**src/rtl/seg_dynamic_pwm.sv**
```systemverilog
// Multiplexed 7-segment driver: binary->BCD (shift-add-3) or hex nibbles, blanking,
// sign, decimal points, per-digit blink, 16-level PWM brightness and overflow dashes.
//
// state  | meaning
// S_IDLE   | first capture after reset
// S_LOAD   | seed shift register and BCD accumulator from the captured value
// S_SHIFT  | one shift-add-3 step per cycle, DATA_W cycles
// S_COMMIT | write display register and ovf, and capture the next value
module seg_dynamic_pwm #(
  parameter int DIG_NUM      = 6,
  parameter int DATA_W       = 20,
  parameter int SUB_CNT      = 3124,
  parameter int BLINK_FRAMES = 83
) (
  input  logic                sys_clk,
  input  logic                sys_rst_n,
  input  logic [DATA_W-1:0]   data,
  input  logic [DIG_NUM-1:0]  point,
  input  logic                sign,
  input  logic                hex_mode,
  input  logic [DIG_NUM-1:0]  blink,
  input  logic [3:0]          bright,
  input  logic                seg_en,
  output logic [7:0]          seg,
  output logic [DIG_NUM-1:0]  sel,
  output logic                ovf
);

  localparam int BCD_W  = 4 * DIG_NUM;
  localparam int SCAN_W = (DIG_NUM > 1) ? $clog2(DIG_NUM) : 1;
  localparam int SUB_W  = (SUB_CNT > 0) ? $clog2(SUB_CNT + 1) : 1;
  localparam int BL_W   = (BLINK_FRAMES > 1) ? $clog2(BLINK_FRAMES) : 1;
  localparam int SH_W   = (DATA_W > 1) ? $clog2(DATA_W) : 1;

  function automatic logic [63:0] dec_max(input int n);
    logic [63:0] p;
    p = 64'd1;
    for (int i = 0; i < n; i++) p = p * 64'd10;
    return p - 64'd1;
  endfunction

  localparam logic [63:0] DEC_MAX = dec_max(DIG_NUM);

  function automatic logic [6:0] seg7(input logic [3:0] n);
    case (n)
      4'h0: seg7 = 7'h40;
      4'h1: seg7 = 7'h79;
      4'h2: seg7 = 7'h24;
      4'h3: seg7 = 7'h30;
      4'h4: seg7 = 7'h19;
      4'h5: seg7 = 7'h12;
      4'h6: seg7 = 7'h02;
      4'h7: seg7 = 7'h78;
      4'h8: seg7 = 7'h00;
      4'h9: seg7 = 7'h10;
      4'hA: seg7 = 7'h08;
      4'hB: seg7 = 7'h03;
      4'hC: seg7 = 7'h46;
      4'hD: seg7 = 7'h21;
      4'hE: seg7 = 7'h06;
      default: seg7 = 7'h0E;
    endcase
  endfunction

  typedef enum logic [1:0] {S_IDLE, S_LOAD, S_SHIFT, S_COMMIT} conv_state_t;

  conv_state_t         state;
  logic [DATA_W-1:0]   cap_data;
  logic                cap_hex;
  logic                cap_sign;
  logic [DIG_NUM-1:0]  cap_point;
  logic [DATA_W-1:0]   bin_sh;
  logic [BCD_W-1:0]    bcd;
  logic [BCD_W-1:0]    bcd_adj;
  logic [SH_W-1:0]     bit_cnt;
  logic [7:0]          disp      [DIG_NUM];
  logic [7:0]          disp_next [DIG_NUM];
  logic [3:0]          nib       [DIG_NUM];
  logic                ovf_next;
  logic [63:0]         cap_ext;
  int                  top;

  logic [SUB_W-1:0]    sub_cnt;
  logic [3:0]          sub_idx;
  logic [SCAN_W-1:0]   scan_idx;
  logic [BL_W-1:0]     blink_cnt;
  logic                blink_on;
  logic [DIG_NUM-1:0]  one_hot;

  assign cap_ext = {{(64-DATA_W){1'b0}}, cap_data};
  assign one_hot = DIG_NUM'(1) << scan_idx;

  always_comb begin
    bcd_adj = bcd;
    for (int i = 0; i < DIG_NUM; i++) begin
      if (bcd[4*i +: 4] >= 4'd5) bcd_adj[4*i +: 4] = bcd[4*i +: 4] + 4'd3;
    end
  end

  // Truncating the BCD register to DIG_NUM digits is safe: any value that fits
  // never carries into the dropped digits, and values that do not fit show dashes.
  always_comb begin
    ovf_next = cap_hex ? ((cap_ext >> (4*DIG_NUM)) != 64'd0) : (cap_ext > DEC_MAX);
    top = 0;
    for (int i = 0; i < DIG_NUM; i++) begin
      nib[i] = cap_hex ? cap_ext[4*i +: 4] : bcd[4*i +: 4];
      if (nib[i] != 4'd0 || cap_point[i]) top = i;
    end
    for (int i = 0; i < DIG_NUM; i++) begin
      if (ovf_next)                   disp_next[i] = 8'hBF;
      else if (i <= top)              disp_next[i] = {~cap_point[i], seg7(nib[i])};
      else if (cap_sign && i == top + 1) disp_next[i] = 8'hBF;
      else                            disp_next[i] = 8'hFF;
    end
  end

  // Commit doubles as the next capture, so the converter free-runs without an idle bubble.
  always_ff @(posedge sys_clk or negedge sys_rst_n) begin
    if (!sys_rst_n) begin
      state     <= S_IDLE;
      cap_data  <= '0;
      cap_hex   <= 1'b0;
      cap_sign  <= 1'b0;
      cap_point <= '0;
      bin_sh    <= '0;
      bcd       <= '0;
      bit_cnt   <= '0;
      ovf       <= 1'b0;
      for (int i = 0; i < DIG_NUM; i++) disp[i] <= 8'hFF;
    end else begin
      case (state)
        S_IDLE: begin
          cap_data  <= data;
          cap_hex   <= hex_mode;
          cap_sign  <= sign;
          cap_point <= point;
          state     <= S_LOAD;
        end
        S_LOAD: begin
          bin_sh  <= cap_data;
          bcd     <= '0;
          bit_cnt <= SH_W'(DATA_W - 1);
          state   <= cap_hex ? S_COMMIT : S_SHIFT;
        end
        S_SHIFT: begin
          bcd    <= (bcd_adj << 1) | BCD_W'(bin_sh[DATA_W-1]);
          bin_sh <= bin_sh << 1;
          if (bit_cnt == '0) state <= S_COMMIT;
          else               bit_cnt <= bit_cnt - 1'b1;
        end
        S_COMMIT: begin
          disp      <= disp_next;
          ovf       <= ovf_next;
          cap_data  <= data;
          cap_hex   <= hex_mode;
          cap_sign  <= sign;
          cap_point <= point;
          state     <= S_LOAD;
        end
        default: state <= S_IDLE;
      endcase
    end
  end

  always_ff @(posedge sys_clk or negedge sys_rst_n) begin
    if (!sys_rst_n) begin
      sub_cnt   <= SUB_W'(SUB_CNT);
      sub_idx   <= 4'd0;
      scan_idx  <= '0;
      blink_cnt <= BL_W'(BLINK_FRAMES - 1);
      blink_on  <= 1'b1;
    end else if (sub_cnt == '0) begin
      sub_cnt <= SUB_W'(SUB_CNT);
      sub_idx <= sub_idx + 4'd1;
      if (sub_idx == 4'hF) begin
        if (scan_idx == SCAN_W'(DIG_NUM - 1)) begin
          scan_idx <= '0;
          if (blink_cnt == '0) begin
            blink_cnt <= BL_W'(BLINK_FRAMES - 1);
            blink_on  <= ~blink_on;
          end else begin
            blink_cnt <= blink_cnt - 1'b1;
          end
        end else begin
          scan_idx <= scan_idx + 1'b1;
        end
      end
    end else begin
      sub_cnt <= sub_cnt - 1'b1;
    end
  end

  always_ff @(posedge sys_clk or negedge sys_rst_n) begin
    if (!sys_rst_n) begin
      seg <= 8'hFF;
      sel <= '0;
    end else if (seg_en && sub_idx <= bright) begin
      sel <= one_hot;
      seg <= (!blink_on && blink[scan_idx]) ? 8'hFF : disp[scan_idx];
    end else begin
      sel <= '0;
      seg <= 8'hFF;
    end
  end

endmodule

```
**config.mk**
```make
export PLATFORM = sky130hd
export DESIGN_NAME = seg_dynamic_pwm
export DESIGN_NICKNAME = d
export VERILOG_FILES = /design/src/rtl/seg_dynamic_pwm.sv
export SDC_FILE = /design/constraint.sdc
export NUM_CORES = 1
export LEC_CHECK = 0
export BUFFER_PORTS_ARGS = -buffer_cell sky130_fd_sc_hd__buf_4
export CAP_MARGIN = 20
export CORE_MARGIN = 2
export CORE_UTILIZATION = 39
export DETAILED_ROUTE_END_ITERATION = 10
export PLACE_DENSITY = 0.66
export SLEW_MARGIN = 25
export SYNTH_ARGS = -nofsm -noshare
export SYNTH_HDL_FRONTEND = slang
export SYNTH_SLANG_ARGS = --single-unit
```
**constraint.sdc**
```tcl
create_clock -name sys_clk -period 3.8 [get_ports sys_clk]
set_clock_uncertainty 0.2 [all_clocks]
set_input_delay 0.76 -clock sys_clk [delete_from_list [all_inputs] [get_ports sys_clk]]
set_output_delay 0.76 -clock sys_clk [all_outputs]
set_load 0.05 [all_outputs]
```
==> results of run 1 <==
==> registers in the layout, summed over array words and instances, names as in the netlist <==
signal	cells
cap_hex	1
scan_idx	3
cap_point	6
cap_data	20
blink_cnt	7
sel	6
disp	48
bcd	24
blink_on	1
seg	8
sub_idx	4
bit_cnt	5
sub_cnt	12
state	2
bin_sh	20
ovf	1
cap_sign	1
==> Yosys cell counts, drive strengths merged (7+ instances only) <==
library cell  count
xnor2            16
a221o             9
nand2b           12
a31oi            12
inv              49
nand2           112
buf              16
o22a             12
mux4             12
dfstp            65
nor4              9
o31ai             7
nor2b             9
mux2i            39
clkbuf           28
dfrtp           104
o21ai            67
xor2             15
nor3             21
nand3             9
nor2             82
mux2             46
ha               59
a21oi            51
o32a              8
==> worst paths after layout <==
kind	to	slack, ns	cells past startpoint
worst max-delay path	disp[30]	0.55	11
worst min-delay path	sel[1]	0.18	1
worst max register to register	disp[30]	0.55	11
worst min register to register	disp[47]	0.21	1
max in group asynchronous	disp[41]	2.40	2
min in group sys_clk	disp[47]	0.21	1
==> routing by layer <==
metal / wire [µm] / part of all wire / GRT usage
met1: 10700 / 0.51 / 0.255
met5: 0 / 0 / 0
met4: 113 / 0.0054 / 0.0292
met2: 9240 / 0.44 / 0.250
met3: 868 / 0.041 / 0.0362
==> metrics by stage <==
| stage | utilization | hold WS [ns] |
|---|---|---|
| 3_3_place_gp | 0.429 | 0.206 |
| 2_1_floorplan | - | 0.179 |
| 6_report | 0.452 | 0.176 |
| 3_5_place_dp | 0.429 | 0.201 |
| 4_1_cts | 0.452 | 0.208 |
| 5_1_grt | 0.452 | 0.233 |
==> cell families (layout without fill, tap and decap cells) <==
logic type | Yosys count | in the layout | synth area share
flops | 169 | 169 | 0.447
fa+ha+maj | 59 | 59 | 0.0765
simple gates | 281 | 281 | 0.138
xor+xnor | 31 | 31 | 0.0281
buf+inv | 94 | 153 | 0.0401
mux | 97 | 97 | 0.123
compound gates | 218 | 218 | 0.148
==> cell type report <==
type	count	area [µm²]	share of cell area
clock buffer	18	439	0.0400
clock inverter	14	121	0.0110
multi-input combinational	686	4960	0.452
timing repair buffer	71	562	0.0511
sequential	169	4310	0.392
tap	324	405	0.0369
inverter	50	188	0.0171
==> power groups by stage <==
stage / combinational (mW) / sequential, mW / clock, mW
floorplan: 2.80 / 2.95 / 0
global placement: 3.55 / 3.10 / 0
detailed placement: 3.62 / 3.13 / 0
CTS: 3.64 / 3.10 / 1.71
global route: 4.08 / 3.17 / 1.79
finish: 3.63 / 3.10 / 1.67
==> metrics.md, run 1 <==
| Metric | Value |
|---|---|
| Share of cells above drive strength 1 | `0.242` |
| P_int | `5.08 mW` |
| Overflow after GRT | `0` |
| Crit Path Class | `register to register` |
| Root Buffer | `clkbuf_16` |
| Worst setup margin | `0.549 ns` |
| Final setup fails | `0` |
| Vias per cell | `5.26` |
| Avg Cell Area, Syn | `10.2 µm²` |
| Largest delay share family, worst path | `simple AND/OR/NAND/NOR gates` |
| Synth area leaders | `dfrtp_1, dfstp_2, ha_1, mux2_2, nand2_1` |
| Number of flops mapped to enable cells by yosys | `0` |
| Synth Cell Area | `9650 µm²` |
| Overall power | `8.40 mW` |
| Most frequent cells in the layout | `nand2_1, dfrtp_1, nor2_1` |
| CP max-delay cell | `dfrtp_2` |
| Req. time, crit path | `3.91 ns` |
| Non-filler cells, final | `1332` |
| Most common cell after layout, fill and taps aside | `nand2_1` |
| CTS resizes | `0` |
| Sw frac | `0.395` |
| Worst Setup End Kind | `register` |
| Vias after detailed routing | `7000` |
| Wire per inst | `15.7 µm` |
| Initial core utilization | `0.397` |
| Die height | `161 µm` |
| Part of the cycle the worst path needs | `0.856` |
| Clock Pin Slew Worst Setup and Hold Paths | `0.07 ns` |
| Ant. Diodes | `0` |
| Finished Cell Area | `11000 µm²` |
| Skew-Pair Late Insertion Delay | `0.43 ns` |
| Peak VDD IR | `0.578 mV` |
| Number of synthesized register bits | `169` |
| DRC viols | `0` |
| Critical Path AT | `3.36 ns` |
| Ys flop type | `dfrtp_1` |
| Leak Pwr | `4.68 nW` |
| Gr usage total | `0.168` |
| DRT iter0 DRCs | `465` |
| Place WS | `0.573 ns` |
| R2R Path Start | `cap_hex` |
| Antenna-violating nets left | `0` |
| Setup TNS | `0 ns` |
| Max-capacitance violation count | `0` |
| Crit path buf inv count | `1` |
| Logic gate share of total power | `0.432` |
| Sequential Power Share | `0.369` |
| Vias in the first global route | `6736` |
| Pwr/cell area | `764 nW/µm²` |
| DIE AREA | `26000 µm²` |
| Synthesis Warnings | `0` |
| Gpl congestion | `0.844` |
| Top cell type's share of synthesized area | `0.270` |
| Clock sinks | `169` |
| Unique cell type count in the Yosys netlist | `73` |
| Drt pass-1 iters | `6` |
| IO Pins | `56` |
| Setup bufs post-CTS | `0` |
| Clock Tree Buf Depth | `2` |
| Max Freq | `308 MHz` |
| Htree depth | `4` |
| Mapped Cells | `949` |
| Register area share after synthesis | `0.447` |
| CTS tree | `yes` |
| Cts bufs inserted | `17` |
| RSZ-0062 raised after global routing | `no` |
| Core Area | `24300 µm²` |
| Layout area overhead | `13.9%` |
| Status | `finished, final reports clean` |
| Hold buffer count at cts | `0` |
| Largest net degree at the start of global routing | `87` |
| Initial antenna violation count | `0` |
| Crit start category | `register` |
| HPWL after detailed placement | `15000 µm` |
| Crit path launch | `cap_hex` |
| Mapped Nets | `1049` |
| Num rows | `57` |
| Clock share of power | `0.199` |
| Worst Hold Class | `input pin to asynchronous set/reset pin` |
| Slew Viols, Final | `0` |
| Slew headroom | `0.448` |
| Hold Vio Cnt, Final | `0` |
| Max incr delay on CP | `0.50 ns` |
| Largest area contributor in the synthesized netlist | `dfrtp_1` |
| Dpl cells | `1300` |
| Asr flop ratio synth | `1.00` |
| PortBufs | `55` |
| Fillers | `2304` |
| Die Width | `161 µm` |
| Post-Route WL | `20900 µm` |
| Worst Path Max Fanout | `14` |
| Net Switching | `3.31 mW` |
| Final min period | `3.25 ns` |
| Placed inst area | `10400 µm²` |
| Critical Path, Cell by Cell | `nand2_1 -> o21ai_0 -> inv_1 -> ha_1 -> nand4bb_1 -> nor4_4 -> nand2_1 -> ha_1 -> nor2b_1 -> and3_1 -> a222oi_1` |
| First-pass GRT wire length | `35400 µm` |
| Net count, final | `1095` |
| Worst-margin pin slew | `0.805 ns` |
Note: power is estimated with default switching activity, not from simulation.
==> run 2: changes to the inputs <==
--- a/config.mk
+++ b/config.mk
@@ -5,10 +5,12 @@
 export SDC_FILE = /design/constraint.sdc
 export NUM_CORES = 1
 export LEC_CHECK = 0
+export ABC_AREA = 1
 export BUFFER_PORTS_ARGS = -buffer_cell sky130_fd_sc_hd__buf_4
 export CAP_MARGIN = 20
 export CORE_MARGIN = 2
 export CORE_UTILIZATION = 39
+export CTS_BUF_LIST = sky130_fd_sc_hd__clkbuf_8 sky130_fd_sc_hd__clkbuf_16
 export DETAILED_ROUTE_END_ITERATION = 10
 export PLACE_DENSITY = 0.66
 export SLEW_MARGIN = 25
==> constraint.sdc (replaced) <==
create_clock -name sys_clk -period 3.8 [get_ports sys_clk]
set_clock_uncertainty 0.2 [all_clocks]
set_input_delay 0.76 -clock sys_clk [delete_from_list [all_inputs] [get_ports sys_clk]]
set_output_delay 0.76 -clock sys_clk [all_outputs]
set_load 0.005 [all_outputs]
==> run 2 against run 1 <==
Clock power grew 4%. Critical path depth increased by 6. Sequential share of layout area fell by 0.92 points. Largest cell class unchanged. Final area grew 2.4%. Critical path type unchanged. Global-route usage rose by 1.6 points. Combinational power is 7.2% higher. Total power increased by 2.4%. Wire length is 13% higher. Flip-flop and latch count unchanged. Highest routed layer unchanged. Sequential power down 4%. Cell count increased by 22%.
==> metrics.md, run 2 <==
| Metric | Value |
|---|---|
| Status | `finished, final reports clean` |
| Startpoint of the worst hold path | `sub_cnt[0]` |
| Overflow after GRT | `0` |
| Largest area contributor in the synthesized netlist | `dfrtp_1` |
| Die Width | `163 µm` |
| Compound-Gate Fraction of Synth Area | `0.153` |
| Final min period | `3.33 ns` |
| Hold Path Depth | `1` |
| Multi-input gate area | `4830 µm²` |
| Max Freq | `300 MHz` |
| RSZ-0062 raised after global routing | `no` |
| Htree depth | `4` |
| Placed inst area | `10700 µm²` |
| Most common cell in the netlist | `nand2_1` |
| Synth Area in Adders | `0.0746` |
| Layout area overhead | `13.6%` |
| Pwr/cell area | `764 nW/µm²` |
| Share of cells above drive strength 1 | `0.179` |
| Reg2reg end | `disp[30]` |
| Gr usage total | `0.184` |
| FF-to-FF setup slack | `0.47 ns` |
| Worst Setup End Kind | `register` |
| Peak VDD IR | `0.395 mV` |
| Part of the cycle the worst path needs | `0.877` |
| Skew-Pair Late Insertion Delay | `0.43 ns` |
| DRT iter0 DRCs | `711` |
| Synth Area in Simple Gates | `0.243` |
| Asr flop ratio synth | `1.00` |
| Worst Path Max Fanout | `26` |
| Top cell type's share of synthesized area | `0.263` |
| Core Area | `25000 µm²` |
| Avg Cell Area, Syn | `8.03 µm²` |
| Worst-margin pin slew | `0.709 ns` |
| Initial antenna violation count | `0` |
| Critical Path AT | `3.49 ns` |
| Place WS | `0.508 ns` |
| Slew Viols, Final | `0` |
| Setup TNS | `0 ns` |
| Mapped Cells | `1233` |
| FF/Latch Area | `4310 µm²` |
| PortBufs | `55` |
| Leak Pwr | `5.37 nW` |
| Num rows | `58` |
| DRC viols | `0` |
| R2R Path Start | `cap_hex` |
| Number of synthesized register bits | `169` |
| Crit start category | `register` |
| Synth Cell Area | `9900 µm²` |
| Mux cell area share after synthesis | `0` |
| Most frequent cells in the layout | `nand2_1, inv_1, nor2_1` |
| R2R depth | `17` |
| Antenna-violating nets left | `0` |
| Initial core utilization | `0.395` |
| Largest net degree at the start of global routing | `72` |
| Regs by FF count | `disp: 48 flops, bcd: 24 flops` |
| Synth Area in XOR/XNOR | `0.0177` |
| Slew headroom | `0.525` |
| Crit Path Class | `register to register` |
| CTS resizes | `0` |
| Mapped Nets | `1333` |
| Cts bufs inserted | `17` |
| Max FFs per register | `48` |
| Final setup fails | `0` |
| Clock sinks | `169` |
| DIE AREA | `26700 µm²` |
| HPWL after detailed placement | `17400 µm` |
| Max-capacitance violation count | `0` |
| Hold buffer count at cts | `1` |
| Overall power | `8.60 mW` |
| Most common cell after layout, fill and taps aside | `nand2_1` |
| Finished Cell Area | `11300 µm²` |
| Ys flop type | `dfrtp_1` |
| Gpl congestion | `0.895` |
| Drt pass-1 iters | `6` |
| Vias per cell | `5.11` |
| Vias in the first global route | `7876` |
| Ant. Diodes | `0` |
| Root Buffer | `clkbuf_16` |
| Number of flops mapped to enable cells by yosys | `0` |
| Clock Tree Buf Depth | `2` |
| Clock Pin Slew Worst Setup and Hold Paths | `0.07 ns` |
| Hold Vio Cnt, Final | `0` |
| Synth cell count leaders | `nand2_1, inv_1, nor2_1, o21ai_0, dfrtp_1` |
| Wire per inst | `14.5 µm` |
| Hold Path Sink | `sub_cnt[0]` |
| IO Pins | `56` |
| Unique cell type count in the Yosys netlist | `47` |
| Synthesis Warnings | `0` |
| Post-Route WL | `23600 µm` |
| Crit path launch | `cap_hex` |
| Worst Hold Class | `register to register` |
| Fillers | `2489` |
| Main combinational cell family by area after synthesis | `simple AND/OR/NAND/NOR gates` |
| Net count, final | `1386` |
| Die height | `163 µm` |
| Req. time, crit path | `3.96 ns` |
| CTS tree | `yes` |
| Worst setup margin | `0.468 ns` |
| Biggest register | `disp` |
| Register area share after synthesis | `0.435` |
| Vias after detailed routing | `8325` |
| First-pass GRT wire length | `39400 µm` |
| Synth area leaders | `dfrtp_1, dfstp_2, nand2_1, ha_1, o21ai_0` |
| Setup bufs post-CTS | `0` |
-- run 2: cell count changes in the layout (fill, tap and decap cells not counted), sizes merged, moves of 13 or more --
cell / before / now
nand2: 112 / 291
inv: 52 / 158
o21ai: 67 / 146
nor2: 82 / 149
nand3: 9 / 58
mux2: 46 / 0
mux2i: 39 / 0
a22oi: 3 / 27
nand4: 4 / 17
-- run 2: layout make-up --
type / instances / area share
Multi-Input combinational cell: 876 / 0.430
Clock buffer: 18 / 0.0400
Clock inverter: 14 / 0.0119
Tap cell: 330 / 0.0367
Inverter: 153 / 0.0510
Sequential cell: 169 / 0.383
Timing Repair Buffer: 69 / 0.0477
-- run 2: cell families (layout without fill, tap and decap cells) --
| group | count (synthesis) | count (layout) |
|---|---|---|
| and+or+nand+nor | 537 | 537 |
| AOI/OAI and AO/OA | 260 | 260 |
| buffers and inverters | 188 | 254 |
| DFF | 169 | 169 |
| adders and majority gates | 59 | 59 |
| xor gates and xnor gates | 20 | 20 |
-- run 2: through the flow --
stage	utilization	hold slack, ns	cells
finish	0.449	0.238	1629
global route	0.449	0.259	1629
CTS	0.449	0.239	1629
detailed placement	0.426	0.229	1596
global placement	0.426	0.217	1596
floorplan	-	0.187	1233
-- run 2: critical path, stage by stage (launching register included) --
cell and delay (ns):
dfrtp_1 0.65, buf_4 0.38, nand2_1 0.09, o21ai_1 0.23, ha_1 0.25, nand2_1 0.09
nor2_4 0.19, nand2_1 0.12, clkinv_1 0.11, nor2_4 0.04, nand2_1 0.08, ha_1 0.26
nor2_1 0.20, nand2_1 0.07, a21oi_1 0.13, nand2_1 0.07, nand3_1 0.06, nand2_1 0.05
-- run 2: layer usage --
metal | track usage | routed length (µm) | vias up
met5 | 0 | 0 | -
met4 | 0.0418 | 219 | 0
met3 | 0.0361 | 1130 | 17
met2 | 0.303 | 11200 | 192
met1 | 0.252 | 11100 | 3966
li1 | - | - | 4150
-- run 2: worst max path at each step --
stage	depth (start not counted)	slack [ns]	endpoint
CTS	17	0.49	disp[30]
detailed placement	17	0.51	disp[30]
finish	17	0.47	disp[30]
global route	17	0.08	disp[30]
global placement	17	0.63	disp[30]
floorplan	22	0.75	disp[30]
-- run 2: power by group --
group          total [mW]  leakage [nW]  internal (mW)  switching, mW
Combinational        3.89          3.05           1.28           2.61
Sequential           2.97          2.03           2.59          0.374
Clock                1.74         0.286          0.957          0.787
==> run 3: changes to the inputs <==
--- a/config.mk
+++ b/config.mk
@@ -6,8 +6,10 @@
 export NUM_CORES = 1
 export LEC_CHECK = 0
 export ABC_AREA = 1
+export ABC_CLOCK_PERIOD_IN_PS = 3800
 export BUFFER_PORTS_ARGS = -buffer_cell sky130_fd_sc_hd__buf_4
 export CAP_MARGIN = 20
+export CORE_ASPECT_RATIO = 0.8
 export CORE_MARGIN = 2
 export CORE_UTILIZATION = 39
 export CTS_BUF_LIST = sky130_fd_sc_hd__clkbuf_8 sky130_fd_sc_hd__clkbuf_16
==> run 3 against run 2 <==
Via count grew 1.2%. Sequential share of layout area is essentially flat. Combinational power grew 1%. Register-to-register slack is essentially flat. Core utilization shrank 0.094 points. Flip-flop and latch count is the same. Global-route usage grew 0.16 points. Largest cell class unchanged. Largest power group unchanged.
==> metrics.md, run 3 (same netlist as run 2, synthesis figures left out) <==
| Metric | Value |
|---|---|
| Placed inst area | `10600 µm²` |
| HPWL after detailed placement | `17300 µm` |
| Minimum hold slack | `0.166 ns` |
| Critical Path AT | `3.48 ns` |
| Layout area overhead | `13.8%` |
| Pwr/cell area | `772 nW/µm²` |
| PortBufs | `55` |
| Initial core utilization | `0.394` |
| Worst Path Max Fanout | `18` |
| Max FFs per register | `48` |
| IO Pins | `56` |
| Hold buffer count at cts | `0` |
| Final core utilization | `0.448` |
| R2R depth | `19` |
| DIE AREA | `26700 µm²` |
| Most frequent cells in the layout | `nand2_1, inv_1, nor2_1` |
| Post-Route WL | `23800 µm` |
| Skew-Pair Late Insertion Delay | `0.44 ns` |
| Wire per inst | `14.7 µm` |
| Largest net degree at the start of global routing | `79` |
| Setup bufs post-CTS | `0` |
| Net count, final | `1383` |
| Clock sinks | `169` |
| Peak VDD IR | `0.455 mV` |
| Cts bufs inserted | `17` |
| Crit path top cell by count | `nand2_1` |
| Max Freq | `301 MHz` |
| Largest delay share family, worst path | `simple AND/OR/NAND/NOR gates` |
| Drt pass-1 iters | `5` |
| CP Depth | `19` |
| Overflow after GRT | `0` |
| Max incr delay on CP | `0.46 ns` |
| RSZ-0062 raised after global routing | `no` |
| Gr usage total | `0.186` |
| Max-capacitance violation count | `0` |
| DRC viols | `0` |
| Antenna-violating nets left | `0` |
| Part of the cycle the worst path needs | `0.873` |
| Hold Vio Cnt, Final | `0` |
| Die Width | `182 µm` |
| Leak Pwr | `5.36 nW` |
| Num rows | `52` |
| Worst setup margin | `0.482 ns` |
| Gpl congestion | `0.907` |
| Setup TNS | `0 ns` |
| Slew Viols, Final | `0` |
| Regs by FF count | `disp: 48 flops, bcd: 24 flops` |
| Clock Tree Buf Depth | `2` |
| Vias after detailed routing | `8423` |
| Status | `finished, final reports clean` |
| Die height | `147 µm` |
| CP max-delay cell | `dfrtp_1` |
| First-pass GRT wire length | `40200 µm` |
| Share of cells above drive strength 1 | `0.179` |
| Crit path buf inv count | `4` |
| Multi-input gate area | `4830 µm²` |
| Crit Path Class | `register to register` |
| Core Area | `25100 µm²` |
| Clock Pin Slew Worst Setup and Hold Paths | `0.08 ns` |
| CTS resizes | `0` |
| Fillers | `2465` |
| Biggest register | `disp` |
| Req. time, crit path | `3.96 ns` |
| DRT iter0 DRCs | `510` |
| Final min period | `3.32 ns` |
| R2R Path Start | `cap_hex` |
| Vias per cell | `5.20` |
| CTS tree | `yes` |
| Vias in the first global route | `8078` |
| Worst Setup End Kind | `register` |
| Crit start category | `register` |
| Most common cell after layout, fill and taps aside | `nand2_1` |
| Reg2reg end | `disp[30]` |
| FF-to-FF setup slack | `0.48 ns` |
| Worst-margin pin slew | `0.723 ns` |
| Worst Hold Class | `input pin to asynchronous set/reset pin` |
| Slew headroom | `0.513` |
| Finished Cell Area | `11300 µm²` |
| Htree depth | `4` |
| Initial antenna violation count | `0` |
| Root Buffer | `clkbuf_16` |
| FF/Latch Area | `4310 µm²` |
| Place WS | `0.524 ns` |
| Ant. Diodes | `0` |
| Critical Path, Cell by Cell | `buf_4 -> nand2_1 -> o21ai_1 -> inv_1 -> ha_1 -> inv_1 -> nor2_1 -> nand3_4 -> nor2_4 -> inv_2 -> nor2_4 -> nand2_1 -> ha_1 -> nor2_1 -> nand2_1 -> a21oi_1 -> nand2_1 -> nand3_1 -> nand2_1` |
| Final setup fails | `0` |
==> run 3: where the power goes <==
group,total [mW],switching (mW),internal (mW)
sequential,2.95,0.358,2.59
clock,1.80,0.840,0.964
combinational,3.94,2.64,1.30
total,8.70,3.84,4.86
==> run 3: cell type report <==
class	count	area share
Tap cell	324	0.0360
Sequential cell	169	0.383
Clock inverter	14	0.0157
Timing Repair Buffer	66	0.0465
Clock buffer	18	0.0390
Inverter	153	0.0510
Multi-Input combinational cell	876	0.429
==> run 3: per-layer routing <==
layer / global-route usage / wire, µm / vias up
li1: - / - / 4125
met1: 0.256 / 11200 / 4096
met2: 0.306 / 11400 / 171
met3: 0.0279 / 794 / 31
met4: 0.0520 / 425 / 0
met5: 0 / 0 / -
==> run 3: worst max-delay path by stage <==
stage,from,to
after detailed placement,cap_hex,disp[30]
final,cap_hex,disp[30]
after floorplan,cap_hex,disp[30]
after global routing,cap_hex,disp[30]
after global placement,cap_hex,disp[30]
after CTS,cap_hex,disp[30]
==> run 3: worst register-to-register path, delay by kind of cell (launching register included) <==
| family | cells | cell delay [ns] |
|---|---|---|
| and+or+nand+nor | 11 | 1.29 |
| buffers and inverters | 4 | 0.52 |
| adders and majority gates | 2 | 0.47 |
| DFF | 1 | 0.46 |
| AOI/OAI and AO/OA | 2 | 0.29 |
==> run 3: stage by stage <==
stage | power [mW] | cells
2_1_floorplan | 5.84 | 1233
3_3_place_gp | 6.83 | 1588
3_5_place_dp | 6.91 | 1588
4_1_cts | 8.74 | 1620
5_1_grt | 9.46 | 1620
6_report | 8.70 | 1620
